===== src/rtl/waveform_plotter.sv =====
// Waveform trace renderer for a 160x120 plot adapter: paints the axis after reset,
// then on each frame request erases the old trace pixel and plots the new one per column.
module waveform_plotter #(
    parameter int         SCREEN_W     = 160,
    parameter int         SCREEN_H     = 120,
    parameter int         Y_CENTER     = 60,
    parameter int         DATA_W       = 32,
    parameter logic [2:0] TRACE_COLOUR = 3'b010,
    parameter logic [2:0] AXIS_COLOUR  = 3'b001,
    parameter logic [2:0] BG_COLOUR    = 3'b000
) (
    input  logic                     CLOCK_50,
    input  logic                     reset,
    input  logic                     iFrameTick,
    input  logic                     iHold,
    input  logic signed [DATA_W-1:0] iY,
    output logic [7:0]               oX,
    output logic [7:0]               oVGA_x,
    output logic [6:0]               oVGA_y,
    output logic [2:0]               oVGA_colour,
    output logic                     oVGA_plot,
    output logic                     oBusy,
    output logic                     oFrameDone
);
    typedef enum logic [2:0] {S_INIT, S_IDLE, S_ERASE, S_FETCH, S_DRAW} state_t;

    localparam logic [7:0] LAST_COL = 8'(SCREEN_W - 1);
    localparam logic [6:0] ROW_END  = 7'(SCREEN_H);
    localparam logic [6:0] AXIS_ROW = 7'(Y_CENTER);
    localparam logic signed [DATA_W-1:0] Y_TOP = DATA_W'(Y_CENTER);
    localparam logic signed [DATA_W-1:0] Y_BOT = DATA_W'(Y_CENTER - (SCREEN_H - 1));

    state_t     state, state_d;
    logic [7:0] col, col_d, next_col, x_d, vx_d;
    logic [6:0] row, row_d, vy_d;
    logic [2:0] vc_d;
    logic       pending, pending_d, plot_d, done_d;
    logic [6:0] old_row [SCREEN_W];

    // Compare against the bounds first so extreme samples cannot overflow the subtraction.
    function automatic logic [6:0] sample_to_row(input logic signed [DATA_W-1:0] y);
        if (y > Y_TOP)      return '0;
        else if (y < Y_BOT) return 7'(SCREEN_H - 1);
        else                return 7'(Y_TOP - y);
    endfunction

    function automatic logic [2:0] erase_colour(input logic [6:0] r);
        return (r == AXIS_ROW) ? AXIS_COLOUR : BG_COLOUR;
    endfunction

    assign next_col = col + 8'd1;
    assign oBusy    = (state != S_IDLE);

    always_comb begin
        state_d   = state;
        col_d     = col;
        row_d     = row;
        pending_d = pending;
        x_d       = oX;
        vx_d      = '0;
        vy_d      = '0;
        vc_d      = BG_COLOUR;
        plot_d    = 1'b0;
        done_d    = 1'b0;
        unique case (state)
            // Row counter reaching SCREEN_H marks the raster as complete.
            S_INIT: begin
                pending_d = pending | iFrameTick;
                if (row < ROW_END) begin
                    plot_d = 1'b1;
                    vx_d   = col;
                    vy_d   = row;
                    vc_d   = erase_colour(row);
                    if (col == LAST_COL) begin
                        col_d = '0;
                        row_d = row + 7'd1;
                    end else begin
                        col_d = next_col;
                    end
                end else begin
                    state_d = S_IDLE;
                end
            end
            S_IDLE: begin
                if (iHold) begin
                    pending_d = 1'b0;
                end else if (iFrameTick || pending) begin
                    state_d   = S_ERASE;
                    col_d     = '0;
                    pending_d = 1'b0;
                    plot_d    = 1'b1;
                    vx_d      = '0;
                    vy_d      = old_row[0];
                    vc_d      = erase_colour(old_row[0]);
                end
            end
            S_ERASE: begin
                pending_d = pending | iFrameTick;
                x_d       = col;
                state_d   = S_FETCH;
            end
            S_FETCH: begin
                pending_d = pending | iFrameTick;
                state_d   = S_DRAW;
                plot_d    = 1'b1;
                vx_d      = col;
                vy_d      = sample_to_row(iY);
                vc_d      = TRACE_COLOUR;
                done_d    = (col == LAST_COL);
            end
            S_DRAW: begin
                pending_d = pending | iFrameTick;
                if (col == LAST_COL) begin
                    state_d = S_IDLE;
                end else begin
                    state_d = S_ERASE;
                    col_d   = next_col;
                    plot_d  = 1'b1;
                    vx_d    = next_col;
                    vy_d    = old_row[next_col];
                    vc_d    = erase_colour(old_row[next_col]);
                end
            end
            default: state_d = S_IDLE;
        endcase
    end

    // Pixel outputs are registered from the next-state decode so they line up with the state.
    always_ff @(posedge CLOCK_50 or negedge reset) begin
        if (!reset) begin
            state       <= S_INIT;
            col         <= '0;
            row         <= '0;
            pending     <= 1'b0;
            oX          <= '0;
            oVGA_x      <= '0;
            oVGA_y      <= '0;
            oVGA_colour <= '0;
            oVGA_plot   <= 1'b0;
            oFrameDone  <= 1'b0;
            for (int i = 0; i < SCREEN_W; i++) old_row[i] <= AXIS_ROW;
        end else begin
            state       <= state_d;
            col         <= col_d;
            row         <= row_d;
            pending     <= pending_d;
            oX          <= x_d;
            oVGA_x      <= vx_d;
            oVGA_y      <= vy_d;
            oVGA_colour <= vc_d;
            oVGA_plot   <= plot_d;
            oFrameDone  <= done_d;
            if (state == S_DRAW) old_row[col] <= oVGA_y;
        end
    end
endmodule

===== config.mk =====
export PLATFORM = sky130hd
export DESIGN_NAME = waveform_plotter
export DESIGN_NICKNAME = d
export VERILOG_FILES = /design/src/rtl/waveform_plotter.sv
export SDC_FILE = /design/constraint.sdc
export NUM_CORES = 2
export LEC_CHECK = 0
export ABC_AREA = 1
export ABC_CLOCK_PERIOD_IN_PS = 3600
export CAP_MARGIN = 20
export CORE_ASPECT_RATIO = 1.5
export CORE_MARGIN = 2
export CORE_UTILIZATION = 50
export CTS_CLUSTER_DIAMETER = 50
export DETAILED_ROUTE_END_ITERATION = 10
export PLACE_DENSITY = 0.71
export SLEW_MARGIN = 20
export SYNTH_ARGS = -nofsm -noshare
export SYNTH_HDL_FRONTEND = slang
export SYNTH_SLANG_ARGS = --single-unit

===== constraint.sdc =====
create_clock -name CLOCK_50 -period 3.6 [get_ports CLOCK_50]
set_clock_uncertainty 0.1 [all_clocks]
set_input_delay 0.9 -clock CLOCK_50 [delete_from_list [all_inputs] [get_ports CLOCK_50]]
set_output_delay 0.9 -clock CLOCK_50 [all_outputs]
set_load 0.05 [all_outputs]

; ---- Word level (Yosys, flattened, before mapping)
; Index checks and enable logic that the tools add are counted.
[totals]
in_bits = 36
out_inout_bits = 29
register_bits = 1167
wordCells = 250
[op_classes]
addsub = 3
n_lt_le_gt_ge = 6
bitwise = 3
n_reduce_logical = 10
eq_ne = 15
n_mux = 43
[ops]
columns = operator, n
row1 = bitwise mux 1120 bit, 1
row2 = 2-to-1 mux 7 bit, 9
row3 = binary-select mux 7 bit (select 8 bit), 1
row4 = demux 7 bit (select 8 bit), 1
row5 = 2-to-1 mux 8 bit, 6
row6 = case mux 8 bit (3 select lines), 2
row7 = "greater-than comparator 32 x 7 -> 1 bit, second input constant", 1
row8 = "< comparator 32 x 7 -> 1 bit, second input constant", 1
row9 = case mux 7 bit (4 select lines), 1
row10 = "== test 7 x 6 -> 1 bit, second input constant", 3
row11 = ">= comparator 9 bit, second input constant", 2
row12 = NOT 8 -> 9 bit, 2
row13 = case mux 3 bit (5 select lines), 1
row14 = 2-to-1 mux 1 bit, 14
row15 = "inequality test 2 bit, second input constant", 5
row16 = "< comparator 9 x 1 -> 1 bit, second input constant", 1
row17 = 2-to-1 mux 3 bit, 3
row18 = "adder 8 x 1 -> 8 bit, second input constant", 1
row19 = "== test 8 bit, second input constant", 1
row20 = case mux 2 bit (4 select lines), 1
row21 = "adder 7 x 1 -> 7 bit, second input constant", 1
row22 = "< comparator 7 bit, second input constant", 1
row23 = "subtractor 7 bit, first input constant", 1
row24 = "== test 3 x 2 -> 1 bit, second input constant", 2
row25 = 17 further kinds, 18

; ---- Logic depth before layout (Yosys ltp)
[logic_depth]
ltp_word = 9
depth_mapped = 26

; ---- Least setup slack after synthesis
; No wires, ideal clock.
[synth_timing]
path_type = register to register
start = register col[0]
end = register oVGA_colour[0]
arrival_ns = 3.073
stages_incl_launch_ff = 25
slack_ns = 0.361
setup_ns = 0.066
synth_period_minus_slack_ns = 3.239
n_path_buf = 9
cell_sequence = dfrtp_1 > buf_6 > inv_2 > buf_6 > buf_6 > buf_6 > buf_6 > buf_4 > ha_1 > buf_2 > inv_2 > buf_2 > clkbuf_1 > o21ai_0 > o211ai_1 > nand3_1 > nand3_1 > nand3_1 > nand3_1 > nand3_1 > nand2_1 > nand2_1 > nor2_1 > nand2_1 > nand2_1
[synth_via]
elab_chain_len = 9
word_cells_on_any_way = 10
classes_between = 1 x add/sub / 2 x eq/ne / 6 x mux / 1 x bitwise
[synth_lines]
columns = element, line_no
row1 = from (decl), 34  ; logic [7:0] col, col_d, next_col, x_d, vx_d;
row2 = from (signal assigned), 144  ; col <= col_d;
row3 = adder 8 x 1 -> 8 bit, 51  ; assign next_col = col + 8'd1;
row4 = NOT 8 -> 9 bit (implied by the code), 121  ; vc_d = erase_colour(old_row[next_col]);
row5 = binary-select mux 7 bit (select 8 bit), 121
row6 = 2-to-1 mux 7 bit (implied by the code) (2 in series), 121
row7 = == test 7 x 6 -> 1 bit, 48  ; return (r == AXIS_ROW) ? AXIS_COLOUR : BG_COLOUR;
row8 = 2-to-1 mux 1 bit, 48
row9 = 2-to-1 mux 1 bit *, 113  ; if (col == LAST_COL) begin
row10 = case mux 2 bit (4 select lines) *, 65  ; unique case (state)
row11 = via vc_d[0], 36  ; logic [2:0] vc_d;
row12 = to (signal assigned), 150  ; oVGA_colour <= vc_d;
row13 = to (decl), 20  ; output logic [2:0] oVGA_colour,
; Mark *: on every way through the listed nets, which the timed path passes. The rest lies on a longest branch. The select of a mux whose other input is x is not followed.
; A chain may end at the register's enable or synchronous reset.

; ---- Worst setup path in the final report
[layout_timing]
start = register col[0]
end = register oVGA_y[3]
[layout_via]
elab_chain_len = 7
word_cells_on_any_way = 8
classes_between = 1 x add/sub / 1 x eq/ne / 5 x mux / 1 x bitwise
[layout_lines]
columns = element, line_no
row1 = adder 8 x 1 -> 8 bit, 51
row2 = NOT 8 -> 9 bit (implied by the code), 120  ; vy_d = old_row[next_col];
row3 = binary-select mux 7 bit (select 8 bit), 120
row4 = 2-to-1 mux 7 bit (implied by the code) (2 in series), 120
row5 = 2-to-1 mux 7 bit *, 113
row6 = case mux 7 bit (4 select lines) *, 65
row7 = via vy_d[3], 35  ; logic [6:0] row, row_d, vy_d;
row8 = to (signal assigned), 149  ; oVGA_y <= vy_d;
row9 = to (decl), 19  ; output logic [6:0] oVGA_y,
; Marked as above.

==> summary.md <==
| Metric | Value |
|---|---|
| Crit Path Class | `register to register` |
| Max_cap viols | `0` |
| CTS tree | `done` |
| Fin. Hold Viols | `0` |
| Most frequent cells in the layout | `nand2_1 (1942), o21ai_0 (1432), dfstp_2 (640)` |
| Crit start category | `register` |
| Failing checks | `setup timing` |
| Final setup viols | `1` |
| Asr flop ratio synth | `100.0%` |
| RePlAce Congestion | `0.9254` |
| Register area share after synthesis | `55.15%` |
| Die ar. | `111400 um2` |
| Sw Share | `41.92%` |
| Status | `finished, violations left` |
| Slew headroom | `40.42%` |
| Largest net degree at the start of global routing | `141` |
| Core area | `108100 um2` |
| Register bit total from synthesis | `1166` |
| Placed cell areas | `56510 um2` |
| Starting Density | `50.27%` |
| Final ANT Viol Nets | `0` |
| Post-synthesis average cell area | `8.229 um2` |
| Commonest non-fill, non-tap cell in the layout | `nand2_1` |
| Clock sinks | `1166` |
| Vias in the first global route | `45030` |
| Setup TNS | `-0.04752 ns` |
| Design Area, Final | `60480 um2` |
| H-Tree Depth | `3` |
| Clk_lat worst skew | `0.73 ns` |
| Synthesis-to-finish area growth | `11.25%` |
| CTS clk-pin slew, worst paths | `0.07 ns` |
| Final wirelength | `170600 um` |
| Netlist cell types | `45` |
| Tightest hold margin | `0.06589 ns` |
| Power share of the clock group | `28.3%` |
| Drt drc | `0` |
| Routed vias/inst | `5.897` |
| I/O Buffers | `63` |
| Worst Path Arrival | `4.20 ns` |
| Internal power | `25530 uW` |
| Post-synth EDFFs | `0` |
| Peak supply drop | `716.1 uV` |
| IO Pins | `65` |
| Synth warn | `0` |
| Nets | `6477` |
| Row cnt | `148` |
| Worst setup EP type | `register` |
| Switch Pwr | `18420 uW` |
| Max Clock Freq | `0.2742 GHz` |
| Chip Height | `407.8 um` |
| Max Fanout on Critical Path | `57` |
| Fin crit share | `101.3%` |
| Initial antenna violation count | `1` |
| Max Slew Vio Count | `0` |
| Fin crit period | `3.648 ns` |
| WL/cell | `21.45 um` |
| Lkg Pwr | `0.02369 uW` |
| Reg power frac | `30.8%` |
| Hold/Removal Path Class | `input port to asynchronous set/reset pin` |
| Gr usage total | `30.49%` |
| Share of post-route cells with drive strength above 1 | `16.39%` |
| Die X | `273.2 um` |
| Via count | `46910` |
| Dpl ws | `-0.2895 ns` |
| Hold-fix buffer count after cts | `0` |
| PwrDens | `726.7 nW/um2` |
| CTS Buffer Depth | `3` |
| Syn Std Cell Area | `54360 um2` |
| Ant. Diodes | `0` |
| Most used DFF post-synth | `dfstp_2` |
| Combinational power share | `40.9%` |
| CP Data Required Time | `4.15 ns` |
| Worst-Margin Slew | `0.8927 ns` |
| Post-Syn Instances | `6606` |
| Clock root buffer | `clkbuf_16` |
| Global-route wire length before repair | `264700 um` |
| DR iter-0 viols | `5493` |
| DRT Pass-1 Iters | `6` |
| Total grt overflow | `0` |
| DP HPWL | `108100 um` |
| Num CTS Buffers | `112` |
| PnR worst setup slack | `-0.04752 ns` |
| Syn Nets | `6650` |
## state kept, by name (all words and copies together) (netlist names)
signal / flops
col: 8
oFrameDone: 1
oVGA_colour: 2
oVGA_plot: 1
oVGA_x: 8
oVGA_y: 7
oX: 8
old_row: 1120
pending: 1
row: 7
state: 3
## cell type report
| cell class | count | area [um2] |
|---|---|---|
| Fill cell | 9851 | 47670 |
| Clock inverter | 53 | 633.1 |
| Multi-Input combinational cell | 4732 | 21470 |
| Timing Repair Buffer | 244 | 2610 |
| Sequential cell | 1166 | 29980 |
| Tap cell | 1425 | 1783 |
| Clock buffer | 158 | 3258 |
| Inverter | 177 | 737.0 |
## path summary, 6_finish.rpt
path | startpoint | cells past startpoint | to | slack [ns]
hold reg to reg | old_row[679]$_DFFE_PN0P_ | 2 | old_row[679]$_DFFE_PN0P_ | 0.38
max in group asynchronous | reset | 3 | old_row[836]$_DFFE_PN1P_ | 2.22
hold / removal | reset | 1 | row[2]$_DFFE_PN0P_ | 0.07
setup reg to reg | col[0]$_DFFE_PN0P_ | 16 | oVGA_y[3]$_DFF_PN0_ | -0.05
min in group CLOCK_50 | old_row[679]$_DFFE_PN0P_ | 2 | old_row[679]$_DFFE_PN0P_ | 0.38
setup / recovery | col[0]$_DFFE_PN0P_ | 16 | oVGA_y[3]$_DFF_PN0_ | -0.05
## what timing repair did
| action | in CTS | in global routing |
|---|---|---|
| endpoints found under the setup margin | 4 | 4 |
| pin swaps | 0 | 1 |
| buffers inserted | 0 | 2 |
| gates resized for setup | 6 | 5 |
## power groups by stage
| stage | clock [uW] | sequential, uW | combinational (uW) |
|---|---|---|---|
| global route | 13100 | 13500 | 19100 |
| CTS | 12600 | 13500 | 17600 |
| finish | 12400 | 13500 | 18000 |
| global placement | 0 | 13700 | 17500 |
| floorplan | 0 | 13900 | 10600 |
| detailed placement | 0 | 13700 | 17400 |
## critical path: stages, from the launching register on
cell       delay [ns]
dfrtp_4          0.52
inv_8            0.08
ha_4             0.35
clkinv_16        0.19
buf_12           0.24
buf_4            0.23
nor2_1           0.12
o21ai_0          0.10
nand3_1          0.14
nand3_2          0.25
nand3_1          0.20
nand3_1          0.08
nand3_1          0.27
nand3_1          0.17
nand2_1          0.14
nand2_1          0.20
nand2_1          0.18
## routing by layer
| metal | vias up | wire length, um | part of all wire [%] | track usage (%) |
|---|---|---|---|---|
| met3 | 527 | 11660 | 6.8 | 3.817 |
| met1 | 22850 | 65010 | 38 | 38.06 |
| met5 | - | 16 | 0.0094 | 0 |
| li1 | 21510 | - | - | - |
| met4 | 2 | 12520 | 7.3 | 20.29 |
| met2 | 2028 | 81410 | 48 | 49.62 |
## cell families (layout without fill, tap and decap cells)
group	count (synthesis)	after routing	share of synthesized area, %
AND/OR/NAND/NOR	3083	3083	22.95
multiplexers	1	1	0.01841
AO/OA/AOI/OAI	1628	1628	15.89
adder cells (fa/ha/maj)	8	8	0.1841
XOR/XNOR	11	11	0.2739
other	1	1	0.006899
flip-flops	1166	1166	55.15
buffers and inverters	708	632	5.524
## Yosys cell counts (10+ instances only)
cell	n	area share, %
a21oi_1	18	0.17
buf_1	19	0.13
buf_2	105	0.97
buf_4	22	0.30
buf_6	17	0.35
clkbuf_1	368	2.5
dfrtp_1	526	24
dfstp_2	640	31
inv_1	165	1.1
inv_2	10	0.069
nand2_1	1943	13
nand3_1	594	5.5
nor2_1	508	3.5
nor4_1	10	0.12
o211ai_1	88	1.2
o21ai_0	1432	13
o221ai_1	49	0.79
o22ai_1	22	0.25
## per-stage QoR
| step | std cells | total power, uW | utilization (%) |
|---|---|---|---|
| after floorplan | 6606 | 24450 | - |
| after global placement | 7742 | 31220 | 52.26 |
| after detailed placement | 7742 | 31170 | 52.26 |
| after CTS | 7953 | 43650 | 55.88 |
| after global routing | 7955 | 45730 | 55.92 |
| final | 7955 | 43950 | 55.92 |
No activity file was read; power rests on OpenSTA's default activity.
